### src/rtl/date_counter_pkg.sv
// Shared calendar constants and the Gregorian leap-year helper for the millennium clock.
package calendar_pkg;

    localparam logic [2:0] SEL_DAY_CODE   = 3'b011;
    localparam logic [2:0] SEL_MONTH_CODE = 3'b100;
    localparam logic [2:0] SEL_YEAR_CODE  = 3'b101;
    localparam logic [2:0] SEL_WDAY_CODE  = 3'b110;

    localparam logic [3:0] MONTH_JAN = 4'd1;
    localparam logic [3:0] MONTH_FEB = 4'd2;
    localparam logic [3:0] MONTH_DEC = 4'd12;

    localparam logic [4:0] DAY_FIRST = 5'd1;
    localparam logic [4:0] DAYS_28   = 5'd28;
    localparam logic [4:0] DAYS_29   = 5'd29;
    localparam logic [4:0] DAYS_30   = 5'd30;
    localparam logic [4:0] DAYS_31   = 5'd31;

    localparam logic [2:0] WDAY_FIRST = 3'd0;
    localparam logic [2:0] WDAY_LAST  = 3'd6;

    function automatic logic is_leap(input logic [15:0] year);
        return ((year % 16'd4 == 16'd0) && (year % 16'd100 != 16'd0)) ||
               (year % 16'd400 == 16'd0);
    endfunction

endpackage

### src/rtl/date_counter_if.sv
// Control and date bus of date_counter; wday_bin exists only when DATE_WEEKDAY_EN is defined.
interface date_counter_if #(
    parameter int YEAR_W = 12
);
    logic              en_1;
    logic              carry_in;
    logic              up;
    logic              down;
    logic [2:0]        select_item;
    logic [4:0]        day_bin;
    logic [3:0]        month_bin;
    logic [YEAR_W-1:0] year_bin;
    logic              leap_year;
    logic [4:0]        max_day;
    logic              year_wrap;
`ifdef DATE_WEEKDAY_EN
    logic [2:0]        wday_bin;

    modport master (
        output en_1, carry_in, up, down, select_item,
        input  day_bin, month_bin, year_bin, leap_year, max_day, year_wrap, wday_bin
    );
    modport slave (
        input  en_1, carry_in, up, down, select_item,
        output day_bin, month_bin, year_bin, leap_year, max_day, year_wrap, wday_bin
    );
`else
    modport master (
        output en_1, carry_in, up, down, select_item,
        input  day_bin, month_bin, year_bin, leap_year, max_day, year_wrap
    );
    modport slave (
        input  en_1, carry_in, up, down, select_item,
        output day_bin, month_bin, year_bin, leap_year, max_day, year_wrap
    );
`endif
endinterface

### src/rtl/date_counter_month_len.sv
// cal_month_len: number of days in a month, given the month and the leap flag of its year.
module cal_month_len
    import calendar_pkg::*;
(
    input  logic [3:0] month,
    input  logic       leap_year,
    output logic [4:0] max_day
);

    // Month length lookup
    always_comb begin
        max_day = DAYS_31;
        case (month)
            4'd4, 4'd6, 4'd9, 4'd11: max_day = DAYS_30;
            MONTH_FEB:               max_day = leap_year ? DAYS_29 : DAYS_28;
            default:                 max_day = DAYS_31;
        endcase
    end

endmodule

### src/rtl/date_counter.sv
// Day/month/year counter with carry advance, manual field adjust and day clamping.
// Optional weekday counter is built when DATE_WEEKDAY_EN is defined.
module date_counter
    import calendar_pkg::*;
#(
    parameter int         YEAR_W    = 12,
    parameter int         YEAR_MIN  = 2000,
    parameter int         YEAR_MAX  = 2999,
    parameter logic [2:0] SEL_DAY   = SEL_DAY_CODE,
    parameter logic [2:0] SEL_MONTH = SEL_MONTH_CODE,
    parameter logic [2:0] SEL_YEAR  = SEL_YEAR_CODE
`ifdef DATE_WEEKDAY_EN
    ,
    parameter logic [2:0] WDAY_RESET = 3'd6,
    parameter logic [2:0] SEL_WDAY   = SEL_WDAY_CODE
`endif
) (
    input  logic          clk_1Hz,
    input  logic          rst,
    date_counter_if.slave bus
);

    localparam logic [YEAR_W-1:0] Y_MIN = YEAR_W'(YEAR_MIN);
    localparam logic [YEAR_W-1:0] Y_MAX = YEAR_W'(YEAR_MAX);
    localparam logic [YEAR_W-1:0] Y_ONE = YEAR_W'(1'b1);

    logic [4:0]        day_q, day_d, day_step_s;
    logic [3:0]        month_q, month_d;
    logic [YEAR_W-1:0] year_q, year_d;
    logic              wrap_q, wrap_d;
    logic              up_q, down_q;
    logic              up_p_s, down_p_s, step_up_s, step_dn_s;
    logic              edit_sel_s, adv_s;
    logic              leap_s, new_leap_s;
    logic [4:0]        cur_max_s, new_max_s;

    // Button edge detection, field selection and carry qualification
    always_comb begin
        up_p_s     = bus.up & ~up_q;
        down_p_s   = bus.down & ~down_q;
        step_up_s  = up_p_s & ~down_p_s;
        step_dn_s  = down_p_s & ~up_p_s;
        edit_sel_s = (bus.select_item == SEL_DAY) || (bus.select_item == SEL_MONTH) ||
                     (bus.select_item == SEL_YEAR)
`ifdef DATE_WEEKDAY_EN
                     || (bus.select_item == SEL_WDAY)
`endif
                     ;
        adv_s      = bus.en_1 & bus.carry_in & ~edit_sel_s;
        leap_s     = is_leap(16'(year_q));
        new_leap_s = is_leap(16'(year_d));
    end

    cal_month_len u_cur_len (.month(month_q), .leap_year(leap_s),     .max_day(cur_max_s));
    cal_month_len u_new_len (.month(month_d), .leap_year(new_leap_s), .max_day(new_max_s));

    // Field updates before the day is clamped to the length of the resulting month
    always_comb begin
        day_step_s = day_q;
        month_d    = month_q;
        year_d     = year_q;
        wrap_d     = 1'b0;
        if (adv_s) begin
            if (day_q < cur_max_s) begin
                day_step_s = day_q + 5'd1;
            end else begin
                day_step_s = DAY_FIRST;
                if (month_q == MONTH_DEC) begin
                    month_d = MONTH_JAN;
                    if (year_q == Y_MAX) begin
                        year_d = Y_MIN;
                        wrap_d = 1'b1;
                    end else begin
                        year_d = year_q + Y_ONE;
                    end
                end else begin
                    month_d = month_q + 4'd1;
                end
            end
        end else begin
            case (bus.select_item)
                SEL_DAY: begin
                    if (step_up_s) begin
                        day_step_s = (day_q >= cur_max_s) ? DAY_FIRST : day_q + 5'd1;
                    end else if (step_dn_s) begin
                        day_step_s = (day_q <= DAY_FIRST) ? cur_max_s : day_q - 5'd1;
                    end else begin
                        day_step_s = day_q;
                    end
                end
                SEL_MONTH: begin
                    if (step_up_s) begin
                        month_d = (month_q >= MONTH_DEC) ? MONTH_JAN : month_q + 4'd1;
                    end else if (step_dn_s) begin
                        month_d = (month_q <= MONTH_JAN) ? MONTH_DEC : month_q - 4'd1;
                    end else begin
                        month_d = month_q;
                    end
                end
                SEL_YEAR: begin
                    if (step_up_s) begin
                        year_d = (year_q >= Y_MAX) ? Y_MIN : year_q + Y_ONE;
                    end else if (step_dn_s) begin
                        year_d = (year_q <= Y_MIN) ? Y_MAX : year_q - Y_ONE;
                    end else begin
                        year_d = year_q;
                    end
                end
                default: begin
                    day_step_s = day_q;
                end
            endcase
        end
    end

    // Shorter target month pulls the day back to its last valid value
    always_comb begin
        if (day_step_s > new_max_s) begin
            day_d = new_max_s;
        end else begin
            day_d = day_step_s;
        end
    end

    // Date state registers
    always_ff @(posedge clk_1Hz) begin
        if (rst) begin
            day_q   <= DAY_FIRST;
            month_q <= MONTH_JAN;
            year_q  <= Y_MIN;
            wrap_q  <= 1'b0;
            up_q    <= 1'b0;
            down_q  <= 1'b0;
        end else begin
            day_q   <= day_d;
            month_q <= month_d;
            year_q  <= year_d;
            wrap_q  <= wrap_d;
            up_q    <= bus.up;
            down_q  <= bus.down;
        end
    end

    assign bus.day_bin   = day_q;
    assign bus.month_bin = month_q;
    assign bus.year_bin  = year_q;
    assign bus.leap_year = leap_s;
    assign bus.max_day   = cur_max_s;
    assign bus.year_wrap = wrap_q;

`ifdef DATE_WEEKDAY_EN
    logic [2:0] wday_q, wday_d;

    // Weekday follows every carry advance and its own manual edits only
    always_comb begin
        wday_d = wday_q;
        if (adv_s) begin
            wday_d = (wday_q >= WDAY_LAST) ? WDAY_FIRST : wday_q + 3'd1;
        end else if ((bus.select_item == SEL_WDAY) && step_up_s) begin
            wday_d = (wday_q >= WDAY_LAST) ? WDAY_FIRST : wday_q + 3'd1;
        end else if ((bus.select_item == SEL_WDAY) && step_dn_s) begin
            wday_d = (wday_q == WDAY_FIRST) ? WDAY_LAST : wday_q - 3'd1;
        end else begin
            wday_d = wday_q;
        end
    end

    // Weekday register
    always_ff @(posedge clk_1Hz) begin
        if (rst) begin
            wday_q <= WDAY_RESET;
        end else begin
            wday_q <= wday_d;
        end
    end

    assign bus.wday_bin = wday_q;
`endif

endmodule

### src/flat_wrapper.sv
// flat-port wrapper written by rule: the top's interface ports become plain ports
module date_counter_flat import calendar_pkg::*;
#(
    parameter int         YEAR_W    = 12,
    parameter int         YEAR_MIN  = 2000,
    parameter int         YEAR_MAX  = 2999,
    parameter logic [2:0] SEL_DAY   = SEL_DAY_CODE,
    parameter logic [2:0] SEL_MONTH = SEL_MONTH_CODE,
    parameter logic [2:0] SEL_YEAR  = SEL_YEAR_CODE

)
  (clk_1Hz, rst, bus_en_1, bus_carry_in, bus_up, bus_down, bus_select_item, bus_day_bin, bus_month_bin, bus_year_bin, bus_leap_year, bus_max_day, bus_year_wrap);
  date_counter_if #(.YEAR_W(YEAR_W)) bus_i ();
  input  logic clk_1Hz;
  input  logic rst;
  input wire logic [$bits(bus_i.en_1)-1:0] bus_en_1;
  input wire logic [$bits(bus_i.carry_in)-1:0] bus_carry_in;
  input wire logic [$bits(bus_i.up)-1:0] bus_up;
  input wire logic [$bits(bus_i.down)-1:0] bus_down;
  input wire logic [$bits(bus_i.select_item)-1:0] bus_select_item;
  output wire logic [$bits(bus_i.day_bin)-1:0] bus_day_bin;
  output wire logic [$bits(bus_i.month_bin)-1:0] bus_month_bin;
  output wire logic [$bits(bus_i.year_bin)-1:0] bus_year_bin;
  output wire logic [$bits(bus_i.leap_year)-1:0] bus_leap_year;
  output wire logic [$bits(bus_i.max_day)-1:0] bus_max_day;
  output wire logic [$bits(bus_i.year_wrap)-1:0] bus_year_wrap;
  assign bus_i.en_1 = bus_en_1;
  assign bus_i.carry_in = bus_carry_in;
  assign bus_i.up = bus_up;
  assign bus_i.down = bus_down;
  assign bus_i.select_item = bus_select_item;
  assign bus_day_bin = bus_i.day_bin;
  assign bus_month_bin = bus_i.month_bin;
  assign bus_year_bin = bus_i.year_bin;
  assign bus_leap_year = bus_i.leap_year;
  assign bus_max_day = bus_i.max_day;
  assign bus_year_wrap = bus_i.year_wrap;
  date_counter #(.YEAR_W(YEAR_W), .YEAR_MIN(YEAR_MIN), .YEAR_MAX(YEAR_MAX), .SEL_DAY(SEL_DAY), .SEL_MONTH(SEL_MONTH), .SEL_YEAR(SEL_YEAR)) u_core (.clk_1Hz(clk_1Hz), .rst(rst), .bus(bus_i));
endmodule
### config.mk
export PLATFORM = sky130hd
export DESIGN_NAME = date_counter_flat
export DESIGN_NICKNAME = d
export VERILOG_FILES = /design/src/rtl/date_counter_pkg.sv /design/src/rtl/date_counter_if.sv /design/src/rtl/date_counter_month_len.sv /design/src/rtl/date_counter.sv /design/src/flat_wrapper.sv
export SDC_FILE = /design/constraint.sdc
export NUM_CORES = 1
export LEC_CHECK = 0
export ABC_AREA = 0
export CORE_ASPECT_RATIO = 0.8
export CORE_UTILIZATION = 55
export CTS_CLUSTER_DIAMETER = 150
export CTS_CLUSTER_SIZE = 24
export DETAILED_ROUTE_END_ITERATION = 6
export GPL_TIMING_DRIVEN = 1
export MAX_ROUTING_LAYER = met4
export PLACE_DENSITY = 0.76
export SETUP_SLACK_MARGIN = 0.1
export SLEW_MARGIN = 20
export SYNTH_ARGS = -nofsm -noshare
export SYNTH_HDL_FRONTEND = slang
export SYNTH_SLANG_ARGS = --single-unit
### constraint.sdc
create_clock -name clk_1Hz -period 17.91 [get_ports clk_1Hz]
set_input_delay 5.373 -clock clk_1Hz [delete_from_list [all_inputs] [get_ports clk_1Hz]]
set_output_delay 5.373 -clock clk_1Hz [all_outputs]
set_load 0.05 [all_outputs]
### Yosys cells after proc, flatten, opt, wreduce, memory -nomap -nowiden

Index checks and enable logic that the tools add are counted.

* register bits after elaboration: 24
* bits in latches: 0
* RAM bits: 0
* bits in read-only memories: 0
* input port bits: 9
* output and inout port bits: 28
* logic and storage cells: 97
* memories: 0

* add/subtract/negate cells: 6
* $mul: 0
* div/mod/pow operators: 4
* magnitude comparators: 8
* eq/ne operators: 15
* shifts and indexed selects: 0
* multiplexer cells: 30
* bitwise gates (word level): 13
* reductions and logical operators: 15

Operators by type and width (number)
* $mux 12: 9
* $logic_not 16->1: 4
* $mux 5: 8
* $mod 12x7->16 const B: 2
* $mod 12x9->16 const B: 2
* $mux 4: 8
* $reduce_bool 16->1: 2
* $eq 4x4->1 const B: 5
* $pmux 5 s2: 2
* $eq 4x3->1 const B: 4
* $add 12x1->12 const B: 1
* $eq 12x12->1 const B: 1
* $ge 12x12->1 const B: 1
* $le 12x11->1 const B: 1
* $reduce_or 4->1: 3
* $sub 12x1->12 const B: 1
* $eq 4x2->1 const B: 2
* $not 1->1: 7
* $and 1x1->1: 6
* $eq 3x3->1 const B: 2
* $add 5x1->5 const B: 1
* $ge 5x5->1: 1
* $gt 5x5->1: 1
* $le 5x1->1 const B: 1
* other kinds (10): 16

### Logic depth before layout (Yosys ltp)

Gate-level depths: netlist of run 1.

* word-level depth: 17
* mapped depth: 53
* gate-level depth less buffers: 46

### By module

From an unflattened synthesis of run 1, not the netlist that was laid out.

* cell total of the unflattened synthesis: 781
* area total of the unflattened synthesis: 5226.3 sq um

By module, submodules not included
* date_counter: times used 1, cells an instance 763, area an instance 5101.1 sq um, seq. area each 480.5 sq um
* cal_month_len: times used 2, cells an instance 9, area an instance 62.6 sq um, seq. area each 0.0 sq um

### Least setup slack after synthesis of run 1

OpenSTA, ideal clock, no wires.

* path kind: input to register
* from: input bus_down
* to: register u_core.day_q[0], in the netlist u_core.bus.day_bin[0]
* library setup time: 0.119 ns
* arrival time: 11.211 ns
* required time: 17.791 ns
* path slack: 6.579 ns
* stages: 31
* cells stage by stage: nor2b_1 > nand2_1 > nor4_2 > mux2i_1 > o41a_1 > nor2_1 > nand3_1 > and4b_1 > buf_6 > a211o_1 > a31oi_4 > a211oi_1 > o31ai_4 > buf_4 > nand4bb_1 > o211a_1 > ha_1 > inv_1 > and3_1 > nor4_1 > a41oi_1 > a211o_1 > o31ai_2 > a41o_1 > a21boi_1 > ha_1 > nand2_1 > o21ai_0 > nor4_1 > o21ai_0 > o21bai_1

* word-level cells in the longest chain between the ends: 14

Ends and longest elaborated chain
* start, declared: RTL line flat_wrapper.sv:19 `input wire logic [$bits(bus_i.down)-1:0] bus_down;`
* $and 1x1->1 (*): RTL line date_counter.sv:40 `down_p_s = bus.down & ~down_q;`
* $and 1x1->1 / $not 1->1 (equally long branches): RTL line date_counter.sv:42, date_counter.sv:41
* $mux 12 / $and 1x1->1 (equally long branches): RTL line date_counter.sv:103, date_counter.sv:41
* $mux 12: RTL line date_counter.sv:101 `if (step_up_s) begin`
* $mux 12: RTL line date_counter.sv:81 `case (bus.select_item)`
* $mux 12: RTL line date_counter.sv:63 `if (adv_s) begin`
* $mod 12x7->16: RTL line date_counter_pkg.sv:23 `return ((year % 16'd4 == 16'd0) && (year % 16'd100 != 16'd0)) ||`
* $reduce_bool 16->1: RTL line date_counter_pkg.sv:23
* $logic_and 1x1->1: RTL line date_counter_pkg.sv:23
* $logic_or 1x1->1: RTL line date_counter_pkg.sv:23
* $mux 1: RTL line date_counter_month_len.sv:15 `MONTH_FEB: max_day = leap_year ? DAYS_29 : DAYS_28;`
* $pmux 5 s2: RTL line date_counter_month_len.sv:13 `case (month)`
* $gt 5x5->1: RTL line date_counter.sv:118 `if (day_step_s > new_max_s) begin`
* $mux 5 (*): RTL line date_counter.sv:118
* end signal, assigned: RTL line date_counter.sv:135 `day_q <= day_d;`
* end, declared: RTL line date_counter.sv:27 `logic [4:0] day_q, day_d, day_step_s;`

Every way passes the cells marked *; elsewhere a longest branch is shown, timed or not.
A chain may end at the register's enable or synchronous reset.

### Worst setup path in the final report of run 1

* from: input bus_select_item[2]
* to: register u_core.day_q[0], in the netlist u_core.bus.day_bin[0]

* word-level cells in the longest chain between the ends: 14

Ends and longest elaborated chain
* start, declared: RTL line flat_wrapper.sv:20 `input wire logic [$bits(bus_i.select_item)-1:0] bus_select_item;`
* $eq 3x2->1 / $eq 3x3->1 (equally long branches): RTL line date_counter.sv:43, date_counter.sv:81
* $logic_or 1x1->1 (2 in a row): RTL line date_counter.sv:43 `edit_sel_s = (bus.select_item == SEL_DAY) || (bus.select_item == SEL_MONTH) ||`
* $not 1->1: RTL line date_counter.sv:49 `adv_s = bus.en_1 & bus.carry_in & ~edit_sel_s;`
* $and 1x1->1: RTL line date_counter.sv:49
* $mux 12: RTL line date_counter.sv:63
* $mod 12x7->16: RTL line date_counter_pkg.sv:23
* $reduce_bool 16->1: RTL line date_counter_pkg.sv:23
* $logic_and 1x1->1: RTL line date_counter_pkg.sv:23
* $logic_or 1x1->1: RTL line date_counter_pkg.sv:23
* $mux 1: RTL line date_counter_month_len.sv:15
* $pmux 5 s2: RTL line date_counter_month_len.sv:13
* $gt 5x5->1: RTL line date_counter.sv:118
* $mux 5 (*): RTL line date_counter.sv:118

Marks and branches as above.

==> results.txt, run 1 <==
- Slew HR: 0.334
- The initial antenna violation count is 0.
- The count of nets left with antenna violations once routing finished came out at 0.
* Clk pin slew, worst setup/hold paths: 70 ps
* IO Count: 37
* Peak clock frequency supported by timing: 73.1 MHz
* Number of failing setup endpoints in the final timing report: 0
* Setup TNS after final layout: 0 ps
* H-tree Lvls: 1
* Drt via density: slightly above 7
* Total number of vias: around 6,000
- Summed over all nets, wire length on met2 after detailed routing comes to 7.27 mm.
* Tightest Hold Check Type: flop to flop
- For this run, design rule violations remaining after detail routing come to 0.
- Across the run, the number of max-cap violations was 0.
- Unrepaired setup endpoints after global routing: no
- Dominant register cell in the synthesized netlist: sky130_fd_sc_hd__dfxtp_1
- In the final design database the tool counted 753 nets.
* Number of port buffers: 33
- Cell with the biggest individual delay on the critical path: sky130_fd_sc_hd__and4_1
- First-pass iteration count of the detailed router: 6
- The flow ran to the end, and the final reports show no timing, DRC or antenna violations.
- During synthesis, Yosys emitted a total of 0 warnings.
- Vertical die dimension: 87.7 um
* Wire length on met1: 7.16 mm
- Routed signal wires occupy layers up through met4.
* Total of flip-flops plus latches after synthesis: 24
- Clock skew on the completed layout was measured at 5.20 ps.
- Number of distinct library cells after synthesis: 107
* Pleak: 0.00192 uW
- The later pin in the worst-skew pair is clocked with a latency of 270 ps.
* CTS Root Cell: sky130_fd_sc_hd__clkbuf_16
* CTS Buffer Depth: 2
- Area share of the largest cell type after synthesis: 0.0952
* Post-CTS setup buffer count: 0
- Cell type with the largest total area after synthesis: sky130_fd_sc_hd__dfxtp_1
* Hold-fix buffers at CTS: 0
- The library cells used most frequently in the layout, excluding fill and tap cells, are sky130_fd_sc_hd__nor2_1, sky130_fd_sc_hd__nand2_1, sky130_fd_sc_hd__a21oi_1, sky130_fd_sc_hd__o21ai_0, sky130_fd_sc_hd__clkdlybuf4s50_1.
- Largest net degree at the start of global routing: 38
- At the end of routability-driven placement, the weighted congestion stood at 1.02.
- Detailed-routed wire length on met3: 1.50 mm
- In the finished design, the share of the clock period the worst path needs comes to 0.763.
* Clock sink count: 24
- Worst EP arrival: 13,830 ps
- Yosys mapped a number of flops with a built-in enable equal to 0.
* Type of the worst setup path: primary input to flop
- After clock tree synthesis, the repair step resized 0 gates.
* Global-route usage over all layers: 0.347
- Commonest non-fill, non-tap cell in the layout: sky130_fd_sc_hd__nor2_1
* Fin. max-slew vios: 0
* CP startpoint kind: primary input
- Number of global-route vias before repair: between 5,000 and 6,000
- After floorplanning, the core was divided into 30 placement rows.
- Worst Path Required: 18,070 ps
* Category of the worst setup path capture point: flop
* Worst-margin pin slew: 974 ps
- CP delay by family, top: compound AO/OA/AOI/OAI gates
- After detailed routing, the average wire length per cell comes to 19.3 um.
- Counting both buffers and inverters, the worst setup path holds a total of 2.
- In the final layout, the share of cells above drive strength 1 is 0.0633.
- The first global-routing pass estimated 26.0 mm of wire.
* FFs w/ async S/R, synth: 0
- The completed layout was analyzed and its total power is 512 uW.
- Hold Vio Cnt, Final: 0
* Fin crit period: around 14,000 ps
- By area the synthesized netlist is led by sky130_fd_sc_hd__dfxtp_1, sky130_fd_sc_hd__a21oi_1, sky130_fd_sc_hd__nor2_1, sky130_fd_sc_hd__nand2_1, sky130_fd_sc_hd__o21ai_0.
- The die covers 9570 um^2.
- The die is 109 um wide.
- TritonCTS Buffers: 3
* Detailed placer's ending HPWL: 11.4 mm
- TritonCTS built the clock tree.
- For this block, the initial DRC count from the detailed router was ~800.
* Count of inserted antenna diode cells: 0
* Power density relative to cell area: 95.9 nW/um^2
- Highest ir drop seen on vdd: 68.1 uV
* Total congestion overflow: 0
* Per-instance average area after synthesis: between 6 and 7 um^2
- After technology mapping, the gate count stands at 749.
- The initial utilization of the core area, before any placement, comes to 0.580.
- In this run the worst path has a maximum fanout of 21.
* Cell area after synthesis: 5050 um^2
- Share of synthesized area occupied by flip-flops and latches: 0.0952
- Area Growth Syn to Fin: 5.65%
- The largest single stage delay on the critical path is 820 ps.
- The routed design has 16.2 mm of wire.
- The core region is 8710 um^2.
==> final timing paths <==
path                            slack [ps]                                  to                               start  cells after the start
worst max-delay path                  4240    u_core.bus.day_bin[0]$_SDFF_PP1_                  bus_select_item[2]                     29
worst min-delay path                   760  u_core.bus.month_bin[1]$_SDFF_PP0_  u_core.bus.month_bin[1]$_SDFF_PP0_                      3
worst max register to register        5010    u_core.bus.day_bin[0]$_SDFF_PP1_  u_core.bus.year_bin[11]$_SDFF_PP0_                     43
worst min register to register         760  u_core.bus.month_bin[1]$_SDFF_PP0_  u_core.bus.month_bin[1]$_SDFF_PP0_                      3
==> area by class of cell <==
cell class / instances / area (um^2)
sequential: 24 / 480
inverter: 17 / 63.8
clock inverter: 1 / 30.0
timing repair buffer: 34 / 338
multi-input combinational: 648 / 4210
fill: 833 / 3380
clock buffer: 3 / 75.1
tap: 112 / 140
==> power breakdown <==
group	switching [uW]	leakage, uW	internal, uW
sequential	12.2	0.000197	56.5
combinational	237	0.00167	138
clock	23.4	0.0000511	44.6
total	273	0.00192	239
==> worst reg2reg max path, delay by kind of cell, from the launching register on <==
kind	cells	cell delay [ps]
AOI/OAI and AO/OA	26	6880
adders and majority gates	3	730
buffers and inverters	2	570
DFF	1	880
muxes	1	360
and+or+nand+nor	11	3400
==> per-stage QoR <==
stage / area (um^2) / hold slack, ps / utilization / setup WS (ps) / instances
finish: 5330 / 758 / 0.612 / 4240 / 839
global route: 5330 / 797 / 0.612 / 3820 / 839
CTS: 5320 / 751 / 0.611 / 4500 / 839
detailed placement: 5220 / 738 / 0.599 / 4240 / 835
global placement: 5220 / 750 / 0.599 / 4820 / 835
floorplan: 5050 / 873 / - / 6580 / 751
==> flip-flops by register name, indices dropped and copies added (netlist names) <==
register and cells:
u_core.bus.day_bin 5, u_core.bus.month_bin 4, u_core.bus.year_bin 12, u_core.bus.year_wrap 1, u_core.down_q 1, u_core.up_q 1
==> synth_stat cells, types with 12 or more instances <==
library cell               instances
sky130_fd_sc_hd__nand4_1          18
sky130_fd_sc_hd__o21ai_0          51
sky130_fd_sc_hd__a21oi_1          63
sky130_fd_sc_hd__ha_1             16
sky130_fd_sc_hd__buf_2            18
sky130_fd_sc_hd__and3_1           19
sky130_fd_sc_hd__clkbuf_1         29
sky130_fd_sc_hd__nor2b_1          13
sky130_fd_sc_hd__o211ai_1         14
sky130_fd_sc_hd__nand3_1          30
sky130_fd_sc_hd__a211oi_1         12
sky130_fd_sc_hd__nand2_1          73
sky130_fd_sc_hd__inv_1            16
sky130_fd_sc_hd__nor3_1           21
sky130_fd_sc_hd__a31oi_1          13
sky130_fd_sc_hd__nand2b_1         14
sky130_fd_sc_hd__nor2_1           74
sky130_fd_sc_hd__dfxtp_1          24
==> routing by layer <==
layer	vias up	global-route usage
met5	-	-
met4	0	0.0934
li1	2813	-
met3	43	0.0461
met1	2747	0.473
met2	388	0.532
==> cells by family (layout without fill, tap and decap cells) <==
group,after synthesis,count (layout),synth area share
xor gates and xnor gates,15,15,0.0260
AOI/OAI and AO/OA,272,272,0.390
adders and majority gates,17,17,0.0416
buffers and inverters,79,55,0.0754
DFF,24,24,0.0952
other,1,3,0.000743
muxes,11,11,0.0223
and+or+nand+nor,330,330,0.349
(Power assumes the default switching activity.)
==> run 2, diff against run 1 <==
==> constraint.sdc (replaced) <==
create_clock -name clk_1Hz -period 14.3 [get_ports clk_1Hz]
set_input_delay 4.29 -clock clk_1Hz [delete_from_list [all_inputs] [get_ports clk_1Hz]]
set_output_delay 4.29 -clock clk_1Hz [all_outputs]
set_load 0.05 [all_outputs]
==> run 2 against run 1 <==
Net effect:
- register-to-register slack worse by 3600 ps
- sequential share of layout area is the same
- clock power is 28% higher
- clock-buffer cell count stayed put
- first-iteration DRC count rose by 6.8%
- combinational power is 25% higher
- non-clock buffer count did not move
- wire length rose by 0.72%
- flip-flop and latch count is the same
- clock skew fell by 2.2 ps
- via count up 2.2%
- global-route usage up 0.34 points
- critical path type is now flop to flop
- highest routed layer unchanged
==> results.txt, run 2 (synthesized netlist as in run 1, its figures left out) <==
* First-pass iteration count of the detailed router: 6 (unchanged)
* Drt drc: 0 (unchanged)
* IO Count: 37 (unchanged)
- The y dimension of the die is 87.7 um (unchanged).
- Area Growth Syn to Fin: 5.65% (unchanged)
- The number of buffers inserted by port buffering is 33 (unchanged).
- Critical path peak fanout: 26 (+24%)
* Number of maximum-capacitance constraint violations: 0 (unchanged)
* Clk pin slew, worst setup/hold paths: 70 ps (about the same)
- Number of failing setup endpoints in the final timing report: 0 (unchanged)
* CTS Buffer Depth: 2 (unchanged)
- The flip-flop count of the largest register after layout is 12 (unchanged).
- Detailed placer's ending HPWL: 11.4 mm (-0.77%)
- TritonCTS built the clock tree.
- In this run the critical register-to-register path is captured at u_core.bus.day_bin[0]$_SDFF_PP1_.
- The number of max-slew violations in the final report is 0 (unchanged).
- Routing usage on met3: 0.0692 (+0.0231)
- Area after detailed placement: 5220 um^2 (unchanged)
- The highest cell delay on the worst timing path is 900 ps (+80 ps).
* Final Wtd Congestion: 1.02 (about the same)
- The run finished with clean final reports.
* Wire length of the first global-routing pass: 26.0 mm (+0.16%)
- The area occupied by registers was 480 um^2 (unchanged).
- The power density relative to cell area was 120 nW/um^2 (+25%).
- Hold-fix buffers at CTS: 0 (unchanged)
* Category of the worst setup path capture point: flop
* Source of the worst register-to-register timing path: u_core.bus.year_bin[11]$_SDFF_PP0_
- The register-to-register setup slack came to 1410 ps (-3600 ps).
- The worst-margin pin slew came to 1020 ps (+46.9 ps).
- The area used by multi-input combinational logic is 4210 um^2 (unchanged).
- Most frequent cells in the layout: sky130_fd_sc_hd__nor2_1, sky130_fd_sc_hd__nand2_1, sky130_fd_sc_hd__a21oi_1, sky130_fd_sc_hd__o21ai_0, sky130_fd_sc_hd__clkdlybuf4s50_1
* Skew-Pair Late Insertion Delay: 280 ps (about the same)
- In the finished design, the share of the clock period the worst path needs comes to 0.901.
- Met1 routing resource usage after global routing: 0.468 (-0.00472)
- Post-CTS setup buffer count: 0 (unchanged)
* Number of global-route vias before repair: 5,207 (-0.80%)
* TritonCTS Buffers: 3 (unchanged)
* Core Region: 8710 um^2 (unchanged)
- Unrepaired setup endpoints after global routing: no
- The maximum number of pins on one net before global-route repair came to 38 (unchanged).
* Layout filler cell count: 795 (-4.6%)
* Cell with the biggest individual delay on the critical path: sky130_fd_sc_hd__dfxtp_1
- Type of the worst setup path: flop to flop
- Global-route usage over all layers: 0.350 (+0.00336)
* Clock sink count: 24 (unchanged)
- Count of inserted antenna diode cells: 0 (unchanged)
- Total congestion overflow: 0 (unchanged)
- The fraction of met2 tracks used by global routing is 0.523 (-0.00915).
- Initial antenna violation count: 0 (unchanged)
* Min-Delay Path Depth: 3 (unchanged)
- Nets@finish: 753 (unchanged)
* Initial core utilization: 0.580 (unchanged)
- The standby leakage power is 0.00192 uW (unchanged).
- Hold Vio Cnt, Final: 0 (unchanged)
- The number of DRC markers after the initial detailed-route iteration is 837 (+6.8%).
- Final design area excluding fillers: 5330 um^2 (unchanged)
- CTS Root Cell: sky130_fd_sc_hd__clkbuf_16
- Post-cts resize count: 0 (unchanged)
- Reg2Reg Depth: 44 (+2.3%)
- The worst slew margin relative to its limit is 0.317 (-0.0170).
- The number of H-tree levels was 1 (unchanged).
- Proportion of layout cells with a drive suffix above 1: 0.0633 (unchanged)
- The mean number of vias per cell is 7.30 (+2.2%).
- In this run the worst hold path is classified as flop to flop.
* Total number of vias: 6,123 (+2.2%)
- The smallest clock period supported by the final layout is computed as 12,890 ps.
* Worst EP arrival: 13,100 ps (-730 ps)
- The routed wire length is 16.3 mm (+0.72%).
- Worst Path Required: 14,510 ps (-3560 ps)
- Width of the die: 109 um (unchanged)
- The overall die area came to 9570 um^2 (unchanged).
- Core Rows: 30 (unchanged)
- The worst hold path begins at u_core.bus.month_bin[1]$_SDFF_PP0_.
- DR WL/cell: 19.5 um (+0.72%)
* Highest ir drop seen on vdd: 93.2 uV (+37%)
- CP startpoint kind: flop
* Worst hold endpoint: u_core.bus.month_bin[1]$_SDFF_PP0_
- The power consumption was 641 uW (+25%).
* Worst setup skew after layout: 2.95 ps (-2.25 ps)
- Final antenna-violating net count: 0 (unchanged)
* Peak clock frequency supported by timing: 77.6 MHz
- The aggregate negative setup slack came to 0 ps (unchanged).
- Commonest non-fill, non-tap cell in the layout: sky130_fd_sc_hd__nor2_1
* Layer carrying the most global-route usage: met2
- The worst hold slack after final layout is 771 ps (+12.4 ps).
==> run 2: cell counts in the layout (fill, tap and decap cells not counted) <==
Identical to the previous run, type by type.
==> run 2: cell type report <==
cell class | instances | area share
Timing Repair Buffer | 34 | 0.0634
Tap cell | 112 | 0.0263
Clock buffer | 3 | 0.0141
Inverter | 17 | 0.0120
Multi-Input combinational cell | 648 | 0.789
Clock inverter | 1 | 0.00563
Sequential cell | 24 | 0.0901
==> run 2: per-stage QoR <==
| stage | instances | utilization | setup slack [ps] |
|---|---|---|---|
| floorplan | 751 | - | 3340 |
| global placement | 835 | 0.599 | 2290 |
| detailed placement | 835 | 0.599 | 1780 |
| CTS | 839 | 0.611 | 1860 |
| global route | 839 | 0.612 | 524 |
| finish | 839 | 0.612 | 1410 |
==> run 2: worst max-delay path: cells and delay by family (launching register included) <==
family / cells / cell delay, ps
adders and majority gates: 3 / 740
muxes: 1 / 360
DFF: 1 / 900
buffers and inverters: 2 / 610
AOI/OAI and AO/OA: 26 / 6670
and+or+nand+nor: 12 / 3490
==> run 2: worst max-delay path by stage <==
stage,start,to,slack (ps)
global placement,bus_down,u_core.bus.day_bin[0]$_SDFF_PP1_,2290
floorplan,u_core.bus.year_bin[6]$_SDFF_PP1_,u_core.bus.day_bin[0]$_SDFF_PP1_,3340
global route,u_core.bus.year_bin[11]$_SDFF_PP0_,u_core.bus.day_bin[0]$_SDFF_PP1_,520
finish,u_core.bus.year_bin[11]$_SDFF_PP0_,u_core.bus.day_bin[0]$_SDFF_PP1_,1410
CTS,u_core.bus.year_bin[11]$_SDFF_PP0_,u_core.bus.day_bin[0]$_SDFF_PP1_,1860
detailed placement,bus_down,u_core.bus.day_bin[0]$_SDFF_PP1_,1780
==> run 2: where the power goes <==
group / switching, uW / internal, uW / leakage (uW)
Clock: 31.3 / 56.0 / 0.0000511
Sequential: 15.3 / 70.8 / 0.000197
Combinational: 296 / 172 / 0.00167
Total: 342 / 299 / 0.00192
==> run 2: layer usage <==
metal,part of all wire,vias up
met4,0.022,0
met1,0.43,2824
met3,0.10,52
met2,0.44,437
met5,0,-
li1,-,2810
